$ cat config.mk
export PLATFORM = sky130hd
export DESIGN_NAME = adaptive_threshold_flat
export DESIGN_NICKNAME = d
export VERILOG_FILES = /design/src/rtl/adaptive_threshold_if.sv /design/src/rtl/adaptive_threshold.sv /design/src/flat_wrapper.sv
export SDC_FILE = /design/constraint.sdc
export NUM_CORES = 1
export LEC_CHECK = 0
export ABC_AREA = 1
export ABC_CLOCK_PERIOD_IN_PS = 2190
export CORE_AREA = 2 2 85 87
export DETAILED_ROUTE_END_ITERATION = 16
export DIE_AREA = 0 0 87 89
export DONT_BUFFER_PORTS = 1
export PLACE_DENSITY = 0.76
export SYNTH_ARGS = -nofsm -noshare
export SYNTH_HDL_FRONTEND = slang
export SYNTH_SLANG_ARGS = --single-unit
$ cat constraint.sdc
create_clock -name clock -period 2.19 [get_ports clock]
set_clock_uncertainty 0.15 [all_clocks]
set_input_delay 0.219 -clock clock [delete_from_list [all_inputs] [get_ports clock]]
set_output_delay 0.219 -clock clock [all_outputs]
set_load 0.02 [all_outputs]
$ cat src/rtl/adaptive_threshold_if.sv
// ============================================================================
// adaptive_threshold_if : shared read bus (source + mean) and result write bus
// Revision: 1.0
// ============================================================================
`default_nettype none

interface adaptive_threshold_if #(
    parameter int WIDTH_BITS  = 8,
    parameter int HEIGHT_BITS = 8
);
    logic [WIDTH_BITS-1:0]  oSrcCol;
    logic [HEIGHT_BITS-1:0] oSrcRow;
    logic [7:0]             iSrcData;
    logic [7:0]             iMeanData;
    logic [WIDTH_BITS-1:0]  oResultCol;
    logic [HEIGHT_BITS-1:0] oResultRow;
    logic [7:0]             oResultData;
    logic                   oResultWren;

    modport master (
        output oSrcCol, oSrcRow, oResultCol, oResultRow, oResultData, oResultWren,
        input  iSrcData, iMeanData
    );

    modport slave (
        input  oSrcCol, oSrcRow, oResultCol, oResultRow, oResultData, oResultWren,
        output iSrcData, iMeanData
    );
endinterface

`default_nettype wire

$ cat src/rtl/adaptive_threshold.sv
// ============================================================================
// adaptive_threshold : binarises a frame, pixel = 255 when src > mean - OFFSET
// Revision: 1.0
// ============================================================================
`default_nettype none

module adaptive_threshold #(
    parameter int WIDTH_BITS  = 8,
    parameter int HEIGHT_BITS = 8,
    parameter int WIDTH       = 2**WIDTH_BITS,
    parameter int HEIGHT      = 2**HEIGHT_BITS,
    parameter int OFFSET      = 2
) (
    input  wire logic                             clock,
    input  wire logic                             reset_n,
    input  wire logic                             start,
    adaptive_threshold_if.master                  mem,
    output logic [WIDTH_BITS+HEIGHT_BITS:0]       oFgCount,
    output logic                                  busy,
    output logic                                  finished
);
    localparam int PW = WIDTH_BITS + HEIGHT_BITS;
    localparam int FW = PW + 1;
    localparam logic [PW-1:0]   c_LAST   = PW'(WIDTH * HEIGHT - 1);
    localparam logic signed [9:0] c_OFFSET = 10'(OFFSET);

    typedef enum logic [1:0] {
        S_IDLE  = 2'd0,
        S_RUN   = 2'd1,
        S_DRAIN = 2'd2,
        S_DONE  = 2'd3
    } state_t;

    state_t          state_q;
    logic [PW-1:0]   pos_q;
    logic            valid_q;
    logic [PW-1:0]   addr_q;
    logic            wren_q;
    logic [7:0]      data_q;
    logic [WIDTH_BITS-1:0]  col_q;
    logic [HEIGHT_BITS-1:0] row_q;
    logic [FW-1:0]   fg_q;
    logic            busy_q;
    logic            finished_q;

    // Ten-bit signed compare so a mean below OFFSET yields a negative threshold.
    logic signed [9:0] w_thr;
    logic signed [9:0] w_src;
    logic              w_fg;

    assign w_thr = $signed({2'b00, mem.iMeanData}) - c_OFFSET;
    assign w_src = $signed({2'b00, mem.iSrcData});
    assign w_fg  = (w_src > w_thr);

    assign mem.oSrcCol     = pos_q[WIDTH_BITS-1:0];
    assign mem.oSrcRow     = pos_q[PW-1:WIDTH_BITS];
    assign mem.oResultCol  = col_q;
    assign mem.oResultRow  = row_q;
    assign mem.oResultData = data_q;
    assign mem.oResultWren = wren_q;
    assign oFgCount        = fg_q;
    assign busy            = busy_q;
    assign finished        = finished_q;

    always_ff @(posedge clock or negedge reset_n) begin
        if (!reset_n) begin
            state_q    <= S_IDLE;
            pos_q      <= '0;
            valid_q    <= 1'b0;
            addr_q     <= '0;
            wren_q     <= 1'b0;
            data_q     <= 8'd0;
            col_q      <= '0;
            row_q      <= '0;
            fg_q       <= '0;
            busy_q     <= 1'b0;
            finished_q <= 1'b0;
        end else begin
            // Read data for the address issued one cycle earlier arrives now.
            valid_q <= (state_q == S_RUN);
            addr_q  <= pos_q;
            wren_q  <= valid_q;
            if (valid_q) begin
                col_q  <= addr_q[WIDTH_BITS-1:0];
                row_q  <= addr_q[PW-1:WIDTH_BITS];
                data_q <= w_fg ? 8'd255 : 8'd0;
                if (w_fg) begin
                    fg_q <= fg_q + FW'(1);
                end
            end

            case (state_q)
                S_IDLE, S_DONE: begin
                    if (start) begin
                        state_q    <= S_RUN;
                        pos_q      <= '0;
                        fg_q       <= '0;
                        finished_q <= 1'b0;
                        busy_q     <= 1'b1;
                    end
                end
                S_RUN: begin
                    if (pos_q == c_LAST) begin
                        state_q <= S_DRAIN;
                    end else begin
                        pos_q <= pos_q + PW'(1);
                    end
                end
                S_DRAIN: begin
                    if (!valid_q) begin
                        state_q    <= S_DONE;
                        busy_q     <= 1'b0;
                        finished_q <= 1'b1;
                    end
                end
                default: state_q <= S_IDLE;
            endcase
        end
    end
endmodule

`default_nettype wire

$ cat src/flat_wrapper.sv
// flat-port wrapper written by rule: the top's interface ports become plain ports
module adaptive_threshold_flat 
#(
    parameter int WIDTH_BITS  = 8,
    parameter int HEIGHT_BITS = 8,
    parameter int WIDTH       = 2**WIDTH_BITS,
    parameter int HEIGHT      = 2**HEIGHT_BITS,
    parameter int OFFSET      = 2
)
  (clock, reset_n, start, oFgCount, busy, finished, mem_oSrcCol, mem_oSrcRow, mem_oResultCol, mem_oResultRow, mem_oResultData, mem_oResultWren, mem_iSrcData, mem_iMeanData);
  adaptive_threshold_if #(.WIDTH_BITS(WIDTH_BITS), .HEIGHT_BITS(HEIGHT_BITS)) mem_i ();
  input  wire logic clock;
  input  wire logic reset_n;
  input  wire logic start;
  output logic [WIDTH_BITS+HEIGHT_BITS:0] oFgCount;
  output logic busy;
  output logic finished;
  output wire logic [$bits(mem_i.oSrcCol)-1:0] mem_oSrcCol;
  output wire logic [$bits(mem_i.oSrcRow)-1:0] mem_oSrcRow;
  output wire logic [$bits(mem_i.oResultCol)-1:0] mem_oResultCol;
  output wire logic [$bits(mem_i.oResultRow)-1:0] mem_oResultRow;
  output wire logic [$bits(mem_i.oResultData)-1:0] mem_oResultData;
  output wire logic [$bits(mem_i.oResultWren)-1:0] mem_oResultWren;
  input wire logic [$bits(mem_i.iSrcData)-1:0] mem_iSrcData;
  input wire logic [$bits(mem_i.iMeanData)-1:0] mem_iMeanData;
  assign mem_oSrcCol = mem_i.oSrcCol;
  assign mem_oSrcRow = mem_i.oSrcRow;
  assign mem_oResultCol = mem_i.oResultCol;
  assign mem_oResultRow = mem_i.oResultRow;
  assign mem_oResultData = mem_i.oResultData;
  assign mem_oResultWren = mem_i.oResultWren;
  assign mem_i.iSrcData = mem_iSrcData;
  assign mem_i.iMeanData = mem_iMeanData;
  adaptive_threshold #(.WIDTH_BITS(WIDTH_BITS), .HEIGHT_BITS(HEIGHT_BITS), .WIDTH(WIDTH), .HEIGHT(HEIGHT), .OFFSET(OFFSET)) u_core (.clock(clock), .reset_n(reset_n), .start(start), .mem(mem_i), .oFgCount(oFgCount), .busy(busy), .finished(finished));
endmodule
==> results of run 1 <==
## cells by family after synthesis
| group | Yosys count |
|---|---|
| flops | 72 |
| fa+ha+maj | 14 |
| simple gates | 232 |
| compound gates | 37 |
| xor+xnor | 16 |
| buf+inv | 74 |
## cells in the mapped netlist (3+ instances only)
cell | count | area [µm²]
o21ai_0 | 13 | 65.1
nor3_1 | 11 | 55.1
o21bai_1 | 4 | 30.0
nor2_1 | 42 | 158
inv_1 | 55 | 206
nor3b_1 | 3 | 22.5
dfrtp_1 | 72 | 1800
nand4_1 | 5 | 31.3
nand3_1 | 33 | 165
xor2_1 | 13 | 114
nand2_1 | 124 | 465
buf_4 | 7 | 52.6
inv_2 | 3 | 11.3
o21ai_1 | 9 | 45.0
xnor2_1 | 3 | 26.3
ha_1 | 14 | 175
nand2_2 | 3 | 18.8
a21oi_1 | 4 | 20.0
clkbuf_1 | 3 | 11.3
## final cells by class
type                       count  area (µm²)  share of cell area [%]
clock buffer                  12         145                    3.52
clock inverter                 4        52.6                    1.28
inverter                      59         226                    5.50
multi-input combinational    299        1570                    38.0
sequential                    72        1800                    43.8
tap                           80         100                    2.43
timing repair buffer          27         225                    5.47
## placed cells by master (no fill, tap or decap), types with 2 or more instances in the layout
cell type,netlist,routed
clkbuf_1,3,2
nor2_1,42,42
buf_4,7,25
inv_6,1,2
or2_2,2,2
nand3_1,33,33
nand2_1,124,124
o21ai_2,2,2
inv_1,55,55
o21bai_1,4,4
o21ai_0,13,12
ha_1,14,14
nor3_1,11,11
o21ai_1,9,10
xnor2_1,3,3
a21oi_1,4,4
xor2_1,13,13
nand2_2,3,3
nor3_2,2,2
clkbuf_8,0,10
nor3b_1,3,3
nand3b_1,2,2
inv_2,3,3
nand4_1,5,5
dfrtp_1,72,71
## final timing paths
kind | from | endpoint | slack, ps | depth (start not counted)
max | u_core.state_q[0]$_DFFE_PN0P_ | u_core.pos_q[7]$_DFFE_PN0P_ | 200 | 8
min | start | u_core.busy$_DFFE_PN0P_ | 50 | 4
max reg2reg | u_core.state_q[0]$_DFFE_PN0P_ | u_core.pos_q[7]$_DFFE_PN0P_ | 200 | 8
max in group asynchronous | reset_n | u_core.pos_q[3]$_DFFE_PN0P_ | 1300 | 2
min reg2reg | u_core.pos_q[8]$_DFFE_PN0P_ | u_core.addr_q[8]$_DFF_PN0_ | 280 | 0
min in group asynchronous | reset_n | u_core.oFgCount[15]$_DFF_PN0_ | 290 | 2
## worst min-delay path, stage by stage
cell     delay, ps
nand2_1        100
nor2_1          60
inv_1           70
nand2_1         50
## report_power, final
group          switching (mW)  internal [mW]
logic                   0.911          0.370
registers               0.175           1.46
clock network           0.491          0.563
total                    1.58           2.39
## timing repair
action | CTS | global route
setup endpoints to repair | 0 | 5
hold endpoints to repair | 72 | 0
gates resized for setup | 0 | 3
hold buffers | 2 | 0
## metal layers
metal  global-route usage (%)  part of all wire, %  vias to the layer above  wire, µm
met4                     8.38                  1.9                        0       143
li1                         -                    -                     1437         -
met3                     7.66                  7.2                       13       545
met1                     25.6                   42                     1331      3170
met5                        0                    0                        -         0
met2                     35.3                   49                       83      3660
## registers in the layout, summed over array words and instances, names as in the netlist, 2 cells and up
signal and count:
u_core.addr_q 16, u_core.mem.oResultCol 8, u_core.mem.oResultRow 8, u_core.oFgCount 17
u_core.pos_q 16, u_core.state_q 2
## through the flow
step,std cells,util [%],hold slack [ps],instance area (µm²)
2_1_floorplan,445,-,-227,3690
3_3_place_gp,535,57.7,-225,3880
3_5_place_dp,535,57.7,-225,3880
4_1_cts,553,61.2,33.3,4110
5_1_grt,553,61.3,71.9,4120
6_report,553,61.3,50.7,4120
==> flow_summary.yaml, run 1 <==
detailed_routing:
  postRouteWirelength_um: 7520
  drc: 0
  drt-wirelength-per-cell_um: 13.6
  drt_iter0_drc: 209
  drtAntennaViolNets: 0
  firstDrtPassIters: 4
  vias_per_cell: 5.18
  routed-via-count: 2864
yosys:
  synthAdderAreaFrac_pct: 4.74
  synth_compound_area_share_pct: 6.33
  synth-async-reset-ratio_pct: 100
  synth_cell_type_count: 37
  synth_top_family_by_area: "simple AND/OR/NAND/NOR gates"
  avgSynthCellArea_um2: 8.30
  syn_area_um2: 3690
  ys_warn_count: 0
  ys_ff_latch: 72
  ys_seq_area_share_pct: 48.8
  syn_nets: 478
  synth-main-ff-cell: "dfrtp_1"
  synth_edf_count: 0
  yosys.area_share.simple_pct: 27.4
  synthXorXnorAreaFrac_pct: 3.79
  synth.area.mux_share_pct: 0
  synthCells: 445
cells_and_area:
  area_growth_pct: 11.5
  nets: 501
  drive_gt1_share_pct: 12.9
  diodes: 0
  nFillCells: 577
worst_hold_path:
  hold_class: "input pin to flop"
timing:
  worst_slew_pin_slew_ps: 493
  final.period_utilization_pct: 90.9
  fin_crit_ps: 1990
  slew_viol_final: 0
  finalHoldViolations: 0
  slew_headroom_pct: 66.9
  rsz0062_at_grt: "false"
  setup_slack_ps: 199
  max_freq_mhz: 502
  final.setup.tns_ps: 0
  setup_violations: 0
flow_run:
  cap_viol_max_count: 0
pwr:
  powerDensity_nw_per_um2: 964
  totalPowerFinal_mw: 3.97
  ir_drop_v: 0.000653
  cellLeakagePower_nw: 2.11
worst_setup_path:
  worst-path-buf-inv: 3
  worstPathMaxFanout: 15
  critical_path.slowest_cell: "dfrtp_1"
  crit_top_cell: "inv_1"
  arrival_ps: 2110
  crit_path_end_kind: "flop"
  crit_family: "flip-flops"
  critPathLaunchType: "flop"
  path_cells: "inv_1 -> ha_1 -> inv_1 -> or2_1 -> a21oi_4 -> buf_4 -> nand3_1 -> o21ai_1"
  slowest_delay_ps: 390
  crit_type: "flop to flop"
  critPathRequiredTime_ps: 2310
die:
  core_area_um2: 6720
  ios: 79
  rows: 30
  initial_utilization_pct: 55.0
  die_height_um: 89
  die_w_um: 87
  dieArea_um2: 7740
place:
  hpwl_um: 5580
  finalWeightedCongestion: 0.912
  io_buffers: 0
  place_worst_setup_slack_ps: -141
clock_tree:
  cts_made_buffers: 9
  root_buffer: "clkbuf_8"
  worst_skew_pair.late_latency_ps: 350
  cts_tree: "done"
  postCtsSetupRepairBufs: 0
  clk_path_buf_depth: 2
  cts.sinks: 72
  cts.clk_slew.worst_paths_ps: 80
  cts_max_level: 3
global_route:
  track_usage_pct: 21.3
  grt_max_degree: 73
  grt_remaining_overflow: 0
  antenna_found_initial: 0
  grt_pass1_wl_um: 12700
  grt_pass1_vias: 2792
outcome:
  outcome: "finished, final reports clean"
(Power assumes the default switching activity.)
==> run 2, diff against run 1 <==
- ABC_CLOCK_PERIOD_IN_PS: 2190 -> 2260
- clock period: 2.19 -> 2.26 ns (I/O delays scaled with it)
==> run 2 against run 1 <==
Net effect: total power decreased by 0.13%; fmax fell by 5.0%; cell count down 0.36%; via count fell by 0.17%; largest cell class unchanged; largest power group unchanged.
==> flow_summary.yaml, run 2 (synthesized netlist as in run 1, its figures left out) <==
worst_hold_path:
  holdPathStages: 4
  hold_class: "input pin to flop"
  hold_start: "start"
die:
  die_height_um: 89
  die_w_um: 87
  core_area_um2: 6720
  dieArea_um2: 7740
  rows: 30
  ios: 79
  initial_utilization_pct: 55.0
worst_setup_path:
  crit_path_end_kind: "flop"
  critical_path.slowest_cell: "dfrtp_1"
  timing.rr.start: "u_core.state_q[0]$_DFFE_PN0P_"
  rr_worst_depth: 8
  slowest_delay_ps: 400
  crit_top_cell: "inv_1"
  crit_type: "flop to flop"
  worstSetupStartpoint: "u_core.state_q[0]$_DFFE_PN0P_"
  worstPathMaxFanout: 11
  arrival_ps: 2210
  critPathLaunchType: "flop"
  path_cells: "inv_1 -> ha_1 -> inv_1 -> or2_1 -> a21oi_4 -> buf_4 -> nand3_1 -> o21ai_1"
  critPathRequiredTime_ps: 2370
flow_run:
  cap_viol_max_count: 0
cells_and_area:
  drive_gt1_share_pct: 12.7
  nFillCells: 575
  diodes: 0
  fin_cells: 551
  final_util_pct: 61.6
  largest_reg_flops: 17
  nets: 499
  layout_commonest_cell: "nand2_1"
  final_cell_mix: "124 x nand2_1, 72 x dfrtp_1, 55 x inv_1"
  area_growth_pct: 12.0
  finalInstanceArea_um2: 4140
clock_tree:
  worst_skew_pair.late_latency_ps: 340
  cts.clk_slew.worst_paths_ps: 70
  cts.sinks: 72
  cts_made_buffers: 9
  cts_tree: "done"
  cts_max_level: 3
  ctsResizeCount: 0
  root_buffer: "clkbuf_8"
  clk_path_buf_depth: 2
place:
  placed_cells_incl_taps: 533
  io_buffers: 0
  place_area_um2: 3860
  finalWeightedCongestion: 0.904
  hpwl_um: 5620
global_route:
  gr-usage-met1_pct: 26.1
  met2_usage_pct: 34.9
  grt_max_degree: 73
  grt-busiest-layer: "met2"
  grt_remaining_overflow: 0
  antenna_found_initial: 0
  grt_pass1_vias: 2803
  track_usage_pct: 21.4
  gr-usage-met3_pct: 6.46
  grt_pass1_wl_um: 12800
detailed_routing:
  vias_per_cell: 5.19
  postRouteWirelength_um: 7670
  firstDrtPassIters: 5
  drt-wirelength-per-cell_um: 13.9
  drt_iter0_drc: 176
  routed-via-count: 2859
  drc: 0
  drtAntennaViolNets: 0
pwr:
  powerDensity_nw_per_um2: 959
  ir_drop_v: 0.000542
  cellLeakagePower_nw: 2.12
timing:
  final.setup.tns_ps: 0
  finalHoldViolations: 0
  holdWs_ps: 55.7
  fin_crit_ps: 2100
  slew_viol_final: 0
  final.period_utilization_pct: 92.7
  slew_headroom_pct: 68.0
  max_freq_mhz: 477
  worst_slew_pin_slew_ps: 476
  setup_violations: 0
  rsz0062_at_grt: "false"
outcome:
  outcome: "finished, final reports clean"
-- run 2: per-stage QoR --
stage | total power [mW] | setup WS (ps)
global placement | 2.78 | 14.5
finish | 3.97 | 164
floorplan | 2.67 | 77.4
detailed placement | 2.83 | -75.0
global route | 4.23 | 9.40
CTS | 4.00 | 141
-- run 2: where the power goes --
part           internal (mW)  leakage [nW]  switching (mW)
registers               1.42         0.988           0.171
logic                  0.358          1.02           0.876
clock network          0.692         0.122           0.454
total                   2.47          2.12            1.50
-- run 2: per-layer routing --
| metal | vias up | share of wire [%] | wire, µm |
|---|---|---|---|
| met2 | 84 | 49 | 3760 |
| met5 | - | 0 | 0 |
| met4 | 0 | 2.1 | 159 |
| li1 | 1435 | - | - |
| met1 | 1326 | 42 | 3210 |
| met3 | 14 | 7.1 | 541 |
-- run 2: critical path: cells and delay by family (launching register included) --
kind,cells,cell delay [ps]
AO/OA/AOI/OAI,2,450
adder cells (fa/ha/maj),1,330
buffers and inverters,3,360
flip-flops,1,400
AND/OR/NAND/NOR,2,330
-- run 2: worst paths after layout --
kind | slack (ps) | to
min in group asynchronous | 290 | u_core.oFgCount[16]$_DFF_PN0_
max in group asynchronous | 1390 | u_core.pos_q[9]$_DFFE_PN0P_
worst min register to register | 300 | u_core.mem.oResultRow[4]$_DFFE_PN0P_
worst min-delay path | 60 | u_core.busy$_DFFE_PN0P_
worst max register to register | 160 | u_core.pos_q[5]$_DFFE_PN0P_
worst max-delay path | 160 | u_core.pos_q[5]$_DFFE_PN0P_
-- run 2: repair_timing --
| item | 4_1_cts | 5_1_grt |
|---|---|---|
| setup buffers | 0 | 0 |
| hold buffers | 2 | 0 |
| hold endpoints to repair | 72 | 0 |
-- run 2: final cells by class --
cell class | instances | area [µm²] | area share, %
timing repair buffer | 25 | 210 | 5.08
clock inverter | 1 | 30.0 | 0.726
inverter | 59 | 226 | 5.47
multi-input combinational | 299 | 1560 | 37.7
sequential | 72 | 1800 | 43.6
tap | 80 | 100 | 2.42
clock buffer | 15 | 206 | 4.99
==> run 3, diff against run 2 <==
- SKIP_CTS_REPAIR_TIMING: default -> 1
==> run 3 against run 2 <==
Net effect: routed wire length is 0.51% lower; worst hold slack better by 2.2 ps; sequential share of layout area unchanged; setup slack worse by 6.4 ps; critical path type unchanged; clock-buffer cell count did not move; cell count unchanged.
==> flow_summary.yaml, run 3 (synthesized netlist as in run 1, its figures left out) <==
place:
  placed_cells_incl_taps: 533
  place_worst_setup_slack_ps: -75.0
  finalWeightedCongestion: 0.904
  hpwl_um: 5620
  io_buffers: 0
timing:
  slew_viol_final: 0
  max_freq_mhz: 476
  finalHoldViolations: 0
  fin_crit_ps: 2100
  worst_slew_pin_slew_ps: 476
  slew_headroom_pct: 68.0
  setup_slack_ps: 158
  rsz0062_at_grt: "false"
  final.period_utilization_pct: 93.0
  setup_violations: 0
worst_setup_path:
  worstPathMaxFanout: 11
  critPathRequiredTime_ps: 2370
  arrival_ps: 2210
  critPathLaunchType: "flop"
  crit_path_end_kind: "flop"
  crit_type: "flop to flop"
  rr_worst_depth: 8
detailed_routing:
  postRouteWirelength_um: 7630
  drt-wirelength-per-cell_um: 13.8
  drtAntennaViolNets: 0
  firstDrtPassIters: 4
  drt_iter0_drc: 197
  vias_per_cell: 5.18
  routed-via-count: 2856
  drc: 0
die:
  dieArea_um2: 7740
  rows: 30
  initial_utilization_pct: 55.0
  die_w_um: 87
  die_height_um: 89
  core_area_um2: 6720
  ios: 79
clock_tree:
  cts_max_level: 3
  root_buffer: "clkbuf_8"
  cts.sinks: 72
  clk_path_buf_depth: 2
  cts_made_buffers: 9
  worst_skew_pair.late_latency_ps: 340
  cts_tree: "done"
  cts.clk_slew.worst_paths_ps: 70
cells_and_area:
  diodes: 0
  nets: 499
  layout_commonest_cell: "nand2_1"
  area_growth_pct: 12.0
  drive_gt1_share_pct: 12.7
  largest_reg_flops: 17
  nFillCells: 575
  final_cell_mix: "124 x nand2_1, 72 x dfrtp_1, 55 x inv_1"
  fin_cells: 551
pwr:
  totalPowerFinal_mw: 3.96
  power.share.switching_pct: 37.8
  ir_drop_v: 0.000542
  pwr-share-comb_pct: 31.2
  cellLeakagePower_nw: 2.12
  powerDensity_nw_per_um2: 958
  netSwitchingPower_mw: 1.50
  p_int_mw: 2.47
  sequentialPowerShare_pct: 40.1
  pwr-share-clk_pct: 28.7
global_route:
  grt_pass1_wl_um: 12800
  antenna_found_initial: 0
  grt_max_degree: 73
  track_usage_pct: 21.4
  grt_remaining_overflow: 0
  grt_pass1_vias: 2798
flow_run:
  cap_viol_max_count: 0
worst_hold_path:
  holdPathStages: 4
  hold_class: "input pin to flop"
outcome:
  outcome: "finished, final reports clean"
[run 3: cell counts in the layout (fill, tap and decap cells not counted)]
Identical to the previous run, type by type.
[run 3: path summary, 6_finish.rpt]
path                                               start                                   end  slack [ps]
max                        u_core.state_q[0]$_DFFE_PN0P_           u_core.pos_q[5]$_DFFE_PN0P_         160
min                                                start               u_core.busy$_DFFE_PN0P_          60
max reg2reg                u_core.state_q[0]$_DFFE_PN0P_           u_core.pos_q[5]$_DFFE_PN0P_         160
min reg2reg                  u_core.addr_q[12]$_DFF_PN0_  u_core.mem.oResultRow[4]$_DFFE_PN0P_         300
max in group asynchronous                        reset_n           u_core.pos_q[6]$_DFFE_PN0P_        1390
min in group asynchronous                        reset_n         u_core.oFgCount[16]$_DFF_PN0_         300
[run 3: power by group through the flow]
| stage | combinational [mW] | sequential [mW] | clock (mW) |
|---|---|---|---|
| after floorplan | 1.03 | 1.63 | 0 |
| after detailed placement | 1.21 | 1.61 | 0 |
| final | 1.24 | 1.59 | 1.14 |
| after CTS | 1.22 | 1.59 | 1.17 |
| after global routing | 1.40 | 1.61 | 1.23 |
| after global placement | 1.17 | 1.61 | 0 |
[run 3: metal layers]
metal	up-vias	track usage, %	routed length [µm]
li1	1435	-	-
met1	1319	26.3	3110
met2	89	34.4	3780
met3	13	6.46	608
met4	0	10.8	128
met5	-	0	0
[run 3: area by class of cell]
| type | count | area (µm²) | share of cell area (%) |
|---|---|---|---|
| Timing Repair Buffer | 25 | 210 | 5.08 |
| Clock inverter | 1 | 30.0 | 0.726 |
| Inverter | 59 | 226 | 5.47 |
| Tap cell | 80 | 100 | 2.42 |
| Multi-Input combinational cell | 299 | 1560 | 37.7 |
| Clock buffer | 15 | 206 | 4.99 |
| Sequential cell | 72 | 1800 | 43.6 |
[run 3: critical path, stage by stage (launching register included)]
cell and delay (ps):
dfrtp_1 400, inv_1 60, ha_1 330, inv_1 60
or2_1 240, a21oi_4 350, buf_4 240, nand3_1 90
o21ai_1 100
[run 3: stage by stage]
step | hold WS [ps] | cell area (µm²) | util (%) | setup TNS, ps
6_report | 57.8 | 4140 | 61.6 | 0
5_1_grt | 80.1 | 4140 | 61.6 | 0
4_1_cts | -591 | 4100 | 61.0 | 0
3_5_place_dp | -218 | 3860 | 57.5 | -527
3_3_place_gp | -218 | 3860 | 57.5 | 0
2_1_floorplan | -220 | 3690 | - | 0
